===== src/rtl/opc6_irq_ctrl.sv =====
// Interrupt controller for the OPC6 CPU: synchronises and latches NSRC requests,
// masks and prioritises them onto int_b[1:0], and exposes an IO-space register file.
module opc6_irq_ctrl #(
    parameter int unsigned NSRC        = 8,
    parameter logic [15:0] BASE_ADDR   = 16'hFE20,
    parameter int unsigned SYNC_STAGES = 2
) (
    input  logic            clk,
    input  logic            reset,
    input  logic            clken,
    input  logic [NSRC-1:0] irq_in,
    input  logic [15:0]     address,
    input  logic [15:0]     cpu_dout,
    input  logic            rnw,
    input  logic            vpa,
    input  logic            vio,
    output logic [15:0]     rd_data,
    output logic            rd_sel,
    output logic [1:0]      int_b
);

    logic [SYNC_STAGES-1:0][NSRC-1:0] sync_q;
    logic [NSRC-1:0] s, s_d, rise;
    logic [NSRC-1:0] pend, ena, prio, mode;
    logic [NSRC-1:0] clr, act, pend_nxt;
    logic [15:0]     vec, vec_nxt, rd_nxt;
    logic [15:0]     pend16, ena16, prio16, mode16;
    logic            hit, wr, rd;
    logic            lvl1_hit, lvl0_hit;
    logic [3:0]      lvl1_idx, lvl0_idx;
    logic            fetch1, fetch0;
    logic            unused_ok;

    assign s    = sync_q[SYNC_STAGES-1];
    assign rise = s & ~s_d;
    assign act  = pend & ena;

    assign hit = vio && (address[15:4] == BASE_ADDR[15:4]) && (address[3:0] <= 4'd5);
    assign wr  = hit && !rnw;
    assign rd  = hit && rnw;

    assign fetch1 = vpa && rnw && (address == 16'h0004);
    assign fetch0 = vpa && rnw && (address == 16'h0002);

    assign unused_ok = ^cpu_dout;

    always_comb begin
        clr = '0;
        if (wr && address[3:0] == 4'd4)
            clr = cpu_dout[NSRC-1:0];
        // sticky sources: a coincident rise overrides the clear
        pend_nxt = (mode & (rise | (pend & ~clr))) | (~mode & s);
    end

    always_comb begin
        lvl1_hit = 1'b0;
        lvl0_hit = 1'b0;
        lvl1_idx = '0;
        lvl0_idx = '0;
        for (int unsigned i = 0; i < NSRC; i++) begin
            if (!lvl1_hit && act[i] && prio[i]) begin
                lvl1_hit = 1'b1;
                lvl1_idx = 4'(i);
            end
            if (!lvl0_hit && act[i] && !prio[i]) begin
                lvl0_hit = 1'b1;
                lvl0_idx = 4'(i);
            end
        end
    end

    always_comb begin
        pend16 = '0;
        ena16  = '0;
        prio16 = '0;
        mode16 = '0;
        pend16[NSRC-1:0] = pend;
        ena16[NSRC-1:0]  = ena;
        prio16[NSRC-1:0] = prio;
        mode16[NSRC-1:0] = mode;
        rd_nxt = '0;
        if (rd) begin
            case (address[3:0])
                4'd0:    rd_nxt = pend16;
                4'd1:    rd_nxt = ena16;
                4'd2:    rd_nxt = prio16;
                4'd3:    rd_nxt = mode16;
                4'd5:    rd_nxt = vec;
                default: rd_nxt = '0;
            endcase
        end
        // a capture on the same edge as a VEC read wins over the read-clear
        vec_nxt = vec;
        if (fetch1)
            vec_nxt = lvl1_hit ? {1'b1, 11'b0, lvl1_idx} : '0;
        else if (fetch0)
            vec_nxt = lvl0_hit ? {1'b0, 11'b0, lvl0_idx} : '0;
        else if (rd && address[3:0] == 4'd5)
            vec_nxt = '0;
    end

    always_ff @(posedge clk or posedge reset) begin
        if (reset) begin
            sync_q  <= '0;
            s_d     <= '0;
            pend    <= '0;
            ena     <= '0;
            prio    <= '0;
            mode    <= '0;
            vec     <= '0;
            rd_data <= '0;
            rd_sel  <= 1'b0;
            int_b   <= 2'b11;
        end else if (clken) begin
            sync_q  <= {sync_q[SYNC_STAGES-2:0], irq_in};
            s_d     <= s;
            pend    <= pend_nxt;
            vec     <= vec_nxt;
            rd_data <= rd_nxt;
            rd_sel  <= rd;
            int_b   <= {~|(act & prio), ~|(act & ~prio)};
            if (wr) begin
                case (address[3:0])
                    4'd1:    ena  <= cpu_dout[NSRC-1:0];
                    4'd2:    prio <= cpu_dout[NSRC-1:0];
                    4'd3:    mode <= cpu_dout[NSRC-1:0];
                    default: ;
                endcase
            end
        end
    end

endmodule

===== config.mk =====
export PLATFORM = sky130hd
export DESIGN_NAME = opc6_irq_ctrl
export DESIGN_NICKNAME = d
export VERILOG_FILES = /design/src/rtl/opc6_irq_ctrl.sv
export SDC_FILE = /design/constraint.sdc
export NUM_CORES = 1
export LEC_CHECK = 0
export ABC_AREA = 0
export CELL_PAD_IN_SITES_DETAIL_PLACEMENT = 1
export CELL_PAD_IN_SITES_GLOBAL_PLACEMENT = 2
export CORE_MARGIN = 2
export CORE_UTILIZATION = 32
export DETAILED_ROUTE_END_ITERATION = 8
export PLACE_DENSITY_LB_ADDON = 0.1
export SLEW_MARGIN = 15
export SYNTH_ARGS = -nofsm -noshare
export SYNTH_HDL_FRONTEND = slang
export SYNTH_SLANG_ARGS = --single-unit

===== constraint.sdc =====
create_clock -name clk -period 2.3 [get_ports clk]
set_input_delay 0.46 -clock clk [delete_from_list [all_inputs] [get_ports clk]]
set_output_delay 0.46 -clock clk [all_outputs]
set_load 0.05 [all_outputs]

==> reports/results.txt, run 1 <==
Fmax - 0.443 GHz
Overall power - 3.37 mW
Top Ports - 65
Critical Path AT - 2.52 ns
GRT Max-Usage Layer - met2
Final setup violation count - 0
Yosys cell types - 55
CTS Sinks - 72
Pint - 2.59 mW
Worst slew margin - 65.7%
DRC - 0
Post-route worst setup slack - 0.0445 ns
Syn. warnings - 0
Leak - 2.18 nW
Met2 Use GR - 24.6%
Share of layout cells above drive strength 1 - 33.3%
CTS buffer count - 9
Post-DRT Antenna Nets - 0
Port Buffers - 49
Cell taking the most area after synthesis - dfrtp_1
Max H-tree Level - 3
Fin nets - 406
Final Hold Vio Count - 0
CP Max Fanout - 3
Sequential Power Share - 42.2%
Iter 0 DRT Violations - 76
Global-route wire length before repair - 15100 um
Worst-Skew Late Latency - 0.33 ns
Reg2reg setup slack - 0.48 ns
Post-synth top area share - 48.2%
Outcome - completed
Synthesized area - 3640 um2
Worst-path clk slew - 0.06 ns
Max Transition Viols Final - 0
Tcrit/Tclk final - 98.1%
WL/cell - 18.5 um
Met1 Usage GRT - 22.1%
Final wirelength - 9320 um
Sequential share of the synthesized area - 49.6%
Vias in the first global route - 2768
Via density - 5.19
CP Class - in2reg
Crit path cell chain - clkdlybuf4s50_1 > or4_1 > nor4_4 > o211ai_1 > buf_4 > o32ai_2 > mux2_4
Worst-Margin Slew - 0.514 ns
CP Launch Type - input port
Post-Syn Area per Cell - 13.0 um2
Site Rows - 38
Util after Layout - 44.5%
Critical Path RT - 2.57 ns
Pin count of the biggest net entering global routing - 35
DR vias - 2613
Synthesized instance count - 280
Net Sw Frac - 22.9%
Die Area - 12200 um2
Hold_ws - 0.486 ns
RSZ-0062 raised after global routing - true
ANT cells - 0
Die W - 111 um
1st-pass router iterations - 4
Worst vdd ir - 0.000311 V
Pre-CTS setup slack - -0.423 ns
CP max-delay cell - or4_1
Clock Tree Root - clkbuf_16
Crit end category - register
Final Critical Period - 2.26 ns
Top post-synthesis cells by area - dfrtp_1, mux2_2, mux4_2
Clk buf depth - 2
Die Ht - 111 um
MaxCap Viol Count - 0
Initial Utilization - 33.1%
Antenna violations before repair - 0
GR Overflow Total - 0
Layout area overhead - 34.4%
Met3 usage - 3.35%
Logic pwr share - 10.4%
Setup Skew - 0.00788 ns
Clk pwr share - 47.4%
Crit-path max cell delay - 0.59 ns
Post-DP HPWL - 6900 um
Total setup buffers inserted after CTS - 0
Placed Cells - 489
Sw Pwr - 0.772 mW
Hold crit path type - in2async
Final cell count without fillers - 503
Gr usage total - 15.8%
PwrDens - 689 nW/um2
Core ar. - 11000 um2
TritonCTS clock tree - built
Post-synthesis register bit count - 72
Routability Congestion - 0.818
repair_timing:
action,CTS,global route
endpoints found under the setup margin,14,16
hold buffers,0,0
pin swaps,0,5
resized for setup,2,14
state kept, by name, indices dropped and copies added (netlist names):
register  flops
ena           8
s             8
int_b         2
vec           4
s_d           8
rd_data       9
prio          8
mode          8
sync_q        8
rd_sel        1
pend          8
cells by family (layout without fill, tap and decap cells):
| kind of cell | after synthesis | in the layout | synth area share, % |
|---|---|---|---|
| AND/OR/NAND/NOR | 74 | 74 | 13.2 |
| XOR/XNOR | 1 | 1 | 0.241 |
| multiplexers | 60 | 60 | 21.3 |
| other | 1 | 7 | 0.103 |
| AO/OA/AOI/OAI | 46 | 46 | 11.5 |
| flip-flops | 72 | 72 | 49.6 |
| buffers and inverters | 26 | 103 | 3.99 |
critical path: cells and delay by family:
kind / cells / cell delay [ns]
mux: 1 / 0.19
compound gates: 2 / 0.36
buf+inv: 2 / 0.68
simple gates: 2 / 0.85
cell usage after synthesis, drive strengths merged:
cell type	count
nor4	4
or4b	1
or2	1
nand4b	2
a32o	15
or4	2
nor2	4
mux4	8
clkbuf	5
dfstp	2
and4	1
xnor2	1
o2bb2ai	3
nor2b	1
conb	1
o21ai	3
a21o	10
and2	1
mux2i	1
a31o	1
dfrtp	70
nand3	18
nand4bb	1
a2111oi	2
a211o	1
o211ai	1
nand3b	3
mux2	51
a21oi	1
a21bo	1
and3b	8
nand2	13
buf	15
nor4b	1
a211oi	1
inv	6
a22oi	4
nand4	4
and3	3
nor3	5
nand2b	1
o32ai	3
path summary, 6_finish.rpt:
kind,end,cells after the start,startpoint
worst max-delay path,vec[2]$_DFFE_PP0P_,7,address[9]
worst min-delay path,sync_q[0]$_DFFE_PP0P_,2,reset
worst max register to register,vec[2]$_DFFE_PP0P_,6,pend[0]$_DFFE_PP0P_
worst min register to register,rd_data[0]$_DFFE_PP0P_,1,rd_data[0]$_DFFE_PP0P_
max in group asynchronous,int_b[1]$_DFFE_PP1P_,3,reset
min in group clk,rd_data[0]$_DFFE_PP0P_,1,rd_data[0]$_DFFE_PP0P_
power by group through the flow:
stage | clock, mW | combinational, mW | sequential (mW)
after floorplan | 0 | 0.204 | 1.43
after global placement | 0 | 0.345 | 1.44
after detailed placement | 0 | 0.354 | 1.44
after CTS | 1.64 | 0.356 | 1.42
after global routing | 1.68 | 0.381 | 1.44
final | 1.60 | 0.351 | 1.42
per-stage QoR:
| stage | instance area (um2) | TNS (ns) |
|---|---|---|
| floorplan | 3660 | 0 |
| global placement | 4480 | -10.60 |
| detailed placement | 4480 | -11.32 |
| CTS | 4820 | 0 |
| global route | 4890 | -0.0308 |
| finish | 4890 | 0 |
placed cells by master, fill, tap and decap left out, types with 4 or more instances in the layout:
cell type,n
a21o_1,9
a22oi_1,4
a32o_1,14
and3b_1,7
buf_4,29
clkbuf_16,9
clkdlybuf4s50_1,47
conb_1,7
dfrtp_1,70
inv_1,5
mux2_1,7
mux2_2,40
mux2_4,4
mux4_2,8
nand2_1,13
nand3_1,18
nand4_1,4
nor3_1,4
metal layers:
| metal | vias to the layer above | wire length (um) |
|---|---|---|
| li1 | 1228 | - |
| met1 | 1333 | 4630 |
| met2 | 45 | 4320 |
| met3 | 7 | 263 |
| met4 | 0 | 100 |
| met5 | - | 0 |
layout make-up:
type                       count  area (um2)
multi-input combinational    188        1760
inverter                       6        22.5
fill                        1166        6100
tap                          140         175
sequential                    72        1800
timing repair buffer          83         791
clock buffer                   9         225
clock inverter                 5         106
No activity file was read; power rests on OpenSTA's default activity.
==> inputs of run 2 (changes only) <==
--- a/config.mk
+++ b/config.mk
@@ -16,3 +16,4 @@
 export SYNTH_ARGS = -nofsm -noshare
 export SYNTH_HDL_FRONTEND = slang
 export SYNTH_SLANG_ARGS = --single-unit
+export TNS_END_PERCENT = 10
==> run 2 against run 1 <==
  * Sequential share of layout area is 0.21 points higher
  * Worst hold slack is essentially flat
  * Clock skew shrank 0.00097 ns
  * Count of clock-buffer cells in the layout unchanged
  * Global-route usage unchanged
  * Final cell count stayed put
==> reports/results.txt, run 2 (same netlist as run 1, synthesis figures left out) <==
Clk pwr share - 47.4% (about the same)
Final setup violation count - 0 (unchanged)
CP Max Fanout - 3 (unchanged)
Global-route wire length before repair - 15100 um (unchanged)
DR vias - 2596 (was 2613)
Util after Layout - 44.2% (was 44.5%)
FF-to-FF End - vec[2]$_DFFE_PP0P_ (unchanged)
RSZ-0062 raised after global routing - true (unchanged)
Antenna violations before repair - 0 (unchanged)
Post-DP HPWL - 6900 um (unchanged)
Final cell count without fillers - 503 (unchanged)
Vias in the first global route - 2768 (unchanged)
Worst setup path endpoint - vec[0]$_DFFE_PP0P_ (was vec[2]$_DFFE_PP0P_)
Net Sw Frac - 22.9% (about the same)
Final wirelength - 9270 um (was 9320 um)
Worst-Margin Slew - 0.513 ns (was 0.514 ns)
Worst-path clk slew - 0.06 ns (about the same)
1st-pass router iterations - 4 (unchanged)
Critical Path AT - 2.54 ns (was 2.52 ns)
WL/cell - 18.4 um (was 18.5 um)
Final Hold Vio Count - 0 (unchanged)
TritonCTS clock tree - built (unchanged)
Cells on worst reg2reg path - 5 (was 6)
Initial Utilization - 33.1% (unchanged)
Die Area - 12200 um2 (unchanged)
Via density - 5.16 (was 5.19)
Hold_ws - 0.485 ns (was 0.486 ns)
Gr usage total - 15.8% (unchanged)
Layout filler cell count - 1175 (was 1166)
Met1 Usage GRT - 22.1% (unchanged)
Fmax - 0.440 GHz (was 0.443 GHz)
DRC - 0 (unchanged)
Critical Path RT - 2.57 ns (about the same)
Worst setup path startpoint - address[9] (unchanged)
Reg2reg setup slack - 0.47 ns (was 0.48 ns)
CP Launch Type - input port (unchanged)
Die W - 111 um (unchanged)
Hold crit path type - in2async (unchanged)
Core ar. - 11000 um2 (unchanged)
Crit-path max cell delay - 0.59 ns (about the same)
CTS Sinks - 72 (unchanged)
Fin nets - 406 (unchanged)
Setup TNS - 0 ns (unchanged)
Pin count of the biggest net entering global routing - 35 (unchanged)
Met2 Use GR - 24.6% (unchanged)
Logic pwr share - 10.4% (about the same)
Iter 0 DRT Violations - 55 (was 76)
GR Overflow Total - 0 (unchanged)
Worst-Skew Late Latency - 0.33 ns (about the same)
Placed Cells - 489 (unchanged)
Routability Congestion - 0.818 (unchanged)
Leak - 2.16 nW (was 2.18 nW)
CTS buffer count - 9 (unchanged)
Worst vdd ir - 0.000309 V (was 0.000311 V)
Met3 usage - 3.35% (unchanged)
Die Ht - 111 um (unchanged)
Tcrit/Tclk final - 98.8% (was 98.1%)
Post-Layout Inst Area - 4860 um2 (was 4890 um2)
Worst slew margin - 65.7% (about the same)
Port Buffers - 49 (unchanged)
CP max-delay cell - or4_1 (unchanged)
Site Rows - 38 (unchanged)
Post-DRT Antenna Nets - 0 (unchanged)
Sw Pwr - 0.773 mW (was 0.772 mW)
Top reg by flops - rd_data (unchanged)
Setup Skew - 0.00691 ns (was 0.00788 ns)
CP Class - in2reg (unchanged)
Clock Tree Root - clkbuf_16 (unchanged)
Post-DP Area - 4480 um2 (unchanged)
MaxCap Viol Count - 0 (unchanged)
Final Critical Period - 2.27 ns (was 2.26 ns)
Max H-tree Level - 3 (unchanged)
Share of layout cells above drive strength 1 - 32.5% (was 33.3%)
R2r startpoint - pend[2]$_DFFE_PP0P_ (was pend[0]$_DFFE_PP0P_)
Crit path cell chain - clkdlybuf4s50_1 > or4_1 > nor4_4 > o211ai_1 > o32ai_1 > mux2_4 (was clkdlybuf4s50_1 > or4_1 > nor4_4 > o211ai_1 > buf_4 > o32ai_2 > mux2_4)
Max Transition Viols Final - 0 (unchanged)
Crit end category - register (unchanged)
Clk buf depth - 2 (unchanged)
Max reg flops - 9 (unchanged)
Most frequent cells in the layout - dfrtp_1, clkdlybuf4s50_1, mux2_2 (unchanged)
ANT cells - 0 (unchanged)
Layout area overhead - 33.7% (was 34.4%)
Outcome - completed (unchanged)
GRT Max-Usage Layer - met2 (unchanged)
Top Ports - 65 (unchanged)
Pint - 2.59 mW (about the same)
Commonest non-fill, non-tap cell in the layout - dfrtp_1 (unchanged)
Sequential Power Share - 42.2% (about the same)
PwrDens - 693 nW/um2 (was 689 nW/um2)
==> run 2: cell count changes in the layout (fill, tap and decap cells not counted), sizes merged <==
cell	before	now
dlymetal6s2s	2	0
clkdlybuf4s50	47	49
==> run 2: per-stage QoR <==
stage / total power [mW] / worst slack, ns
after floorplan: 1.63 / 0.0184
after global placement: 1.78 / -0.385
after detailed placement: 1.80 / -0.423
after CTS: 3.42 / 0.0414
after global routing: 3.50 / -0.0426
final: 3.37 / 0.0282
==> run 2: how the worst min path moves through the flow <==
stage	start	end	slack, ns
floorplan	sync_q[3]$_DFFE_PP0P_	sync_q[3]$_DFFE_PP0P_	0.47
global placement	rd_data[2]$_DFFE_PP0P_	rd_data[2]$_DFFE_PP0P_	0.47
detailed placement	rd_data[0]$_DFFE_PP0P_	rd_data[0]$_DFFE_PP0P_	0.48
CTS	rd_data[0]$_DFFE_PP0P_	rd_data[0]$_DFFE_PP0P_	0.49
global route	rd_sel$_DFFE_PP0P_	rd_sel$_DFFE_PP0P_	0.51
finish	reset	sync_q[0]$_DFFE_PP0P_	0.49
==> run 2: metal layers <==
| metal | vias up | part of all wire, % |
|---|---|---|
| li1 | 1226 | - |
| met1 | 1315 | 49 |
| met2 | 48 | 47 |
| met3 | 7 | 3.0 |
| met4 | 0 | 1.0 |
| met5 | - | 0 |
==> run 2: final cells by class <==
type / count / area, um2 / area share, %
clock buffer: 9 / 225 / 4.63
tap: 140 / 175 / 3.60
clock inverter: 5 / 106 / 2.19
inverter: 6 / 22.5 / 0.463
multi-input combinational: 188 / 1740 / 35.9
timing repair buffer: 83 / 782 / 16.1
sequential: 72 / 1800 / 37.1
==> run 2: timing repair <==
| item | 4_1_cts | 5_1_grt |
|---|---|---|
| endpoints found under the setup margin | 14 | 16 |
| hold buffers | 0 | 0 |
| pin swaps | 0 | 0 |
| buffers inserted | 0 | 0 |
| resized for setup | 2 | 8 |
==> run 2: power groups by stage <==
stage	clock [mW]	sequential, mW	combinational [mW]
after floorplan	0	1.43	0.204
after global placement	0	1.44	0.345
after detailed placement	0	1.44	0.354
after CTS	1.64	1.42	0.356
after global routing	1.68	1.44	0.381
final	1.60	1.42	0.351
==> run 2: critical path: cells and delay by family <==
| family | cells | cell delay (ns) |
|---|---|---|
| simple gates | 2 | 0.85 |
| compound gates | 2 | 0.55 |
| buf+inv | 1 | 0.48 |
| mux | 1 | 0.20 |
==> inputs of run 3 (changes only) <==
--- a/config.mk
+++ b/config.mk
@@ -12,6 +12,7 @@
 export CORE_UTILIZATION = 32
 export DETAILED_ROUTE_END_ITERATION = 8
 export PLACE_DENSITY_LB_ADDON = 0.1
+export SKIP_LAST_GASP = 1
 export SLEW_MARGIN = 15
 export SYNTH_ARGS = -nofsm -noshare
 export SYNTH_HDL_FRONTEND = slang
==> run 3 against run 2 <==
  * Sequential share of layout area grew 0.17 points
  * Combinational power is essentially flat
  * Die area unchanged
  * Total power barely moved
  * Count of clock-buffer cells in the layout stayed put
  * Routed wire length shrank 0.72%
  * Critical path depth stayed put
  * Non-clock buffer count stayed put
  * Critical path type unchanged
==> reports/results.txt, run 3 (same netlist as run 1, synthesis figures left out) <==
Fin nets - 406 (unchanged)
Outcome - completed (unchanged)
Initial Utilization - 33.1% (unchanged)
Leak - 2.15 nW (was 2.16 nW)
1st-pass router iterations - 4 (unchanged)
Die Ht - 111 um (unchanged)
Final Hold Vio Count - 0 (unchanged)
Commonest non-fill, non-tap cell in the layout - dfrtp_1 (unchanged)
Worst-path clk slew - 0.06 ns (about the same)
Setup Skew - 0.00804 ns (was 0.00691 ns)
Worst-Skew Late Latency - 0.33 ns (about the same)
Die Area - 12200 um2 (unchanged)
Overall power - 3.36 mW (was 3.37 mW)
Critical Path AT - 2.55 ns (was 2.54 ns)
Crit path cell chain - clkdlybuf4s50_1 > or4_1 > nor4_4 > nand3_1 > o32ai_1 > mux2_4 (was clkdlybuf4s50_1 > or4_1 > nor4_4 > o211ai_1 > o32ai_1 > mux2_4)
Clk pwr share - 47.4% (about the same)
Max reg flops - 9 (unchanged)
CTS buffer count - 9 (unchanged)
Post-DRT Antenna Nets - 0 (unchanged)
Layout area overhead - 33.0% (was 33.7%)
RSZ-0062 raised after global routing - true (unchanged)
Antenna violations before repair - 0 (unchanged)
Clk buf depth - 2 (unchanged)
Net Sw Frac - 22.9% (about the same)
CP Class - in2reg (unchanged)
Hold_ws - 0.486 ns (was 0.485 ns)
Crit-path max cell delay - 0.59 ns (about the same)
Cells on worst reg2reg path - 5 (unchanged)
Met1 Usage GRT - 22.1% (unchanged)
Top reg by flops - rd_data (unchanged)
GR Overflow Total - 0 (unchanged)
Crit end category - register (unchanged)
Reg2reg setup slack - 0.50 ns (was 0.47 ns)
Die W - 111 um (unchanged)
Via density - 5.17 (was 5.16)
Max H-tree Level - 3 (unchanged)
WL/cell - 18.3 um (was 18.4 um)
Core ar. - 11000 um2 (unchanged)
PwrDens - 695 nW/um2 (was 693 nW/um2)
Gr usage total - 15.8% (unchanged)
Top Ports - 65 (unchanged)
Tcrit/Tclk final - 99.2% (was 98.8%)
Global-route wire length before repair - 15100 um (unchanged)
Final setup violation count - 0 (unchanged)
Met3 usage - 3.35% (unchanged)
Critical Path RT - 2.57 ns (about the same)
Port Buffers - 49 (unchanged)
Met2 Use GR - 24.6% (unchanged)
Iter 0 DRT Violations - 62 (was 55)
Pre-CTS setup slack - -0.423 ns (unchanged)
Placed Cells - 489 (unchanged)
GRT Max-Usage Layer - met2 (unchanged)
Worst vdd ir - 0.000309 V (about the same)
Worst slew margin - 65.7% (about the same)
Sw Pwr - 0.770 mW (was 0.773 mW)
Most frequent cells in the layout - dfrtp_1, clkdlybuf4s50_1, mux2_2 (unchanged)
Post-route worst setup slack - 0.0189 ns (was 0.0282 ns)
CP max-delay cell - or4_1 (unchanged)
Post-DP HPWL - 6900 um (unchanged)
CTS Sinks - 72 (unchanged)
R2r startpoint - pend[2]$_DFFE_PP0P_ (unchanged)
Worst-Margin Slew - 0.514 ns (was 0.513 ns)
ANT cells - 0 (unchanged)
Final Critical Period - 2.28 ns (was 2.27 ns)
Vias in the first global route - 2768 (unchanged)
Final cell count without fillers - 503 (unchanged)
Hold crit path type - in2async (unchanged)
DR vias - 2602 (was 2596)
Fmax - 0.438 GHz (was 0.440 GHz)
Util after Layout - 44.0% (was 44.2%)
MaxCap Viol Count - 0 (unchanged)
Site Rows - 38 (unchanged)
CP Launch Type - input port (unchanged)
Max Transition Viols Final - 0 (unchanged)
FF-to-FF End - vec[2]$_DFFE_PP0P_ (unchanged)
Share of layout cells above drive strength 1 - 32.0% (was 32.5%)
CTS Hold Bufs - 0 (unchanged)
Sequential Power Share - 42.2% (about the same)
Pin count of the biggest net entering global routing - 35 (unchanged)
Final wirelength - 9210 um (was 9270 um)
Pint - 2.59 mW (about the same)
CP Max Fanout - 3 (unchanged)
Worst setup path startpoint - address[9] (unchanged)
DRC - 0 (unchanged)
TritonCTS clock tree - built (unchanged)
Logic pwr share - 10.4% (about the same)
Routability Congestion - 0.818 (unchanged)
Clock Tree Root - clkbuf_16 (unchanged)
Worst setup path endpoint - vec[1]$_DFFE_PP0P_ (was vec[0]$_DFFE_PP0P_)
==> run 3: changes by cell type in the layout (fill, tap and decap cells not counted) <==
| cell | delta |
|---|---|
| and4_1 | +1 |
| o32ai_1 | +1 |
| buf_6 | -2 |
| o32ai_2 | -1 |
| nor2_4 | -1 |
| nor2_2 | +1 |
| buf_4 | +2 |
| and4_4 | -1 |
==> run 3: routing by layer <==
metal	share of wire, %	vias to the layer above	routed length, um
met5	0	-	0
met4	1.1	0	100
met3	2.9	7	267
met2	46	45	4250
met1	50	1326	4590
li1	-	1224	-
==> run 3: power by group through the flow <==
stage	Sequential, mW	Clock (mW)	Combinational (mW)
after floorplan	1.43	0	0.204
after global placement	1.44	0	0.345
after detailed placement	1.44	0	0.354
after CTS	1.42	1.64	0.356
after global routing	1.44	1.68	0.379
final	1.42	1.60	0.349
==> run 3: how the worst min path moves through the flow <==
stage / end / slack (ns)
floorplan: sync_q[3]$_DFFE_PP0P_ / 0.47
global placement: rd_data[2]$_DFFE_PP0P_ / 0.47
detailed placement: rd_data[0]$_DFFE_PP0P_ / 0.48
CTS: rd_data[0]$_DFFE_PP0P_ / 0.49
global route: rd_sel$_DFFE_PP0P_ / 0.51
finish: sync_q[0]$_DFFE_PP0P_ / 0.49
==> run 3: repair_timing <==
action	4_1_cts	5_1_grt
buffers inserted	0	0
endpoints found under the setup margin	14	16
resized for setup	2	3
==> run 3: cell type report <==
class / instances / area (um2)
timing repair buffer: 83 / 774
fill: 1175 / 6150
tap: 140 / 175
clock buffer: 9 / 225
inverter: 6 / 22.5
sequential: 72 / 1800
multi-input combinational: 188 / 1730
clock inverter: 5 / 106
==> run 3: per-stage QoR <==
stage                     setup TNS, ns  instance area (um2)
after global routing             -0.356                 4840
after detailed placement         -11.32                 4480
final                                 0                 4840
after floorplan                       0                 3660
after CTS                             0                 4820
after global placement           -10.60                 4480
==> run 3: critical path: cells and delay by family <==
family	cells	cell delay, ns
AOI/OAI and AO/OA	1	0.38
muxes	1	0.21
and+or+nand+nor	3	1.03
buffers and inverters	1	0.48
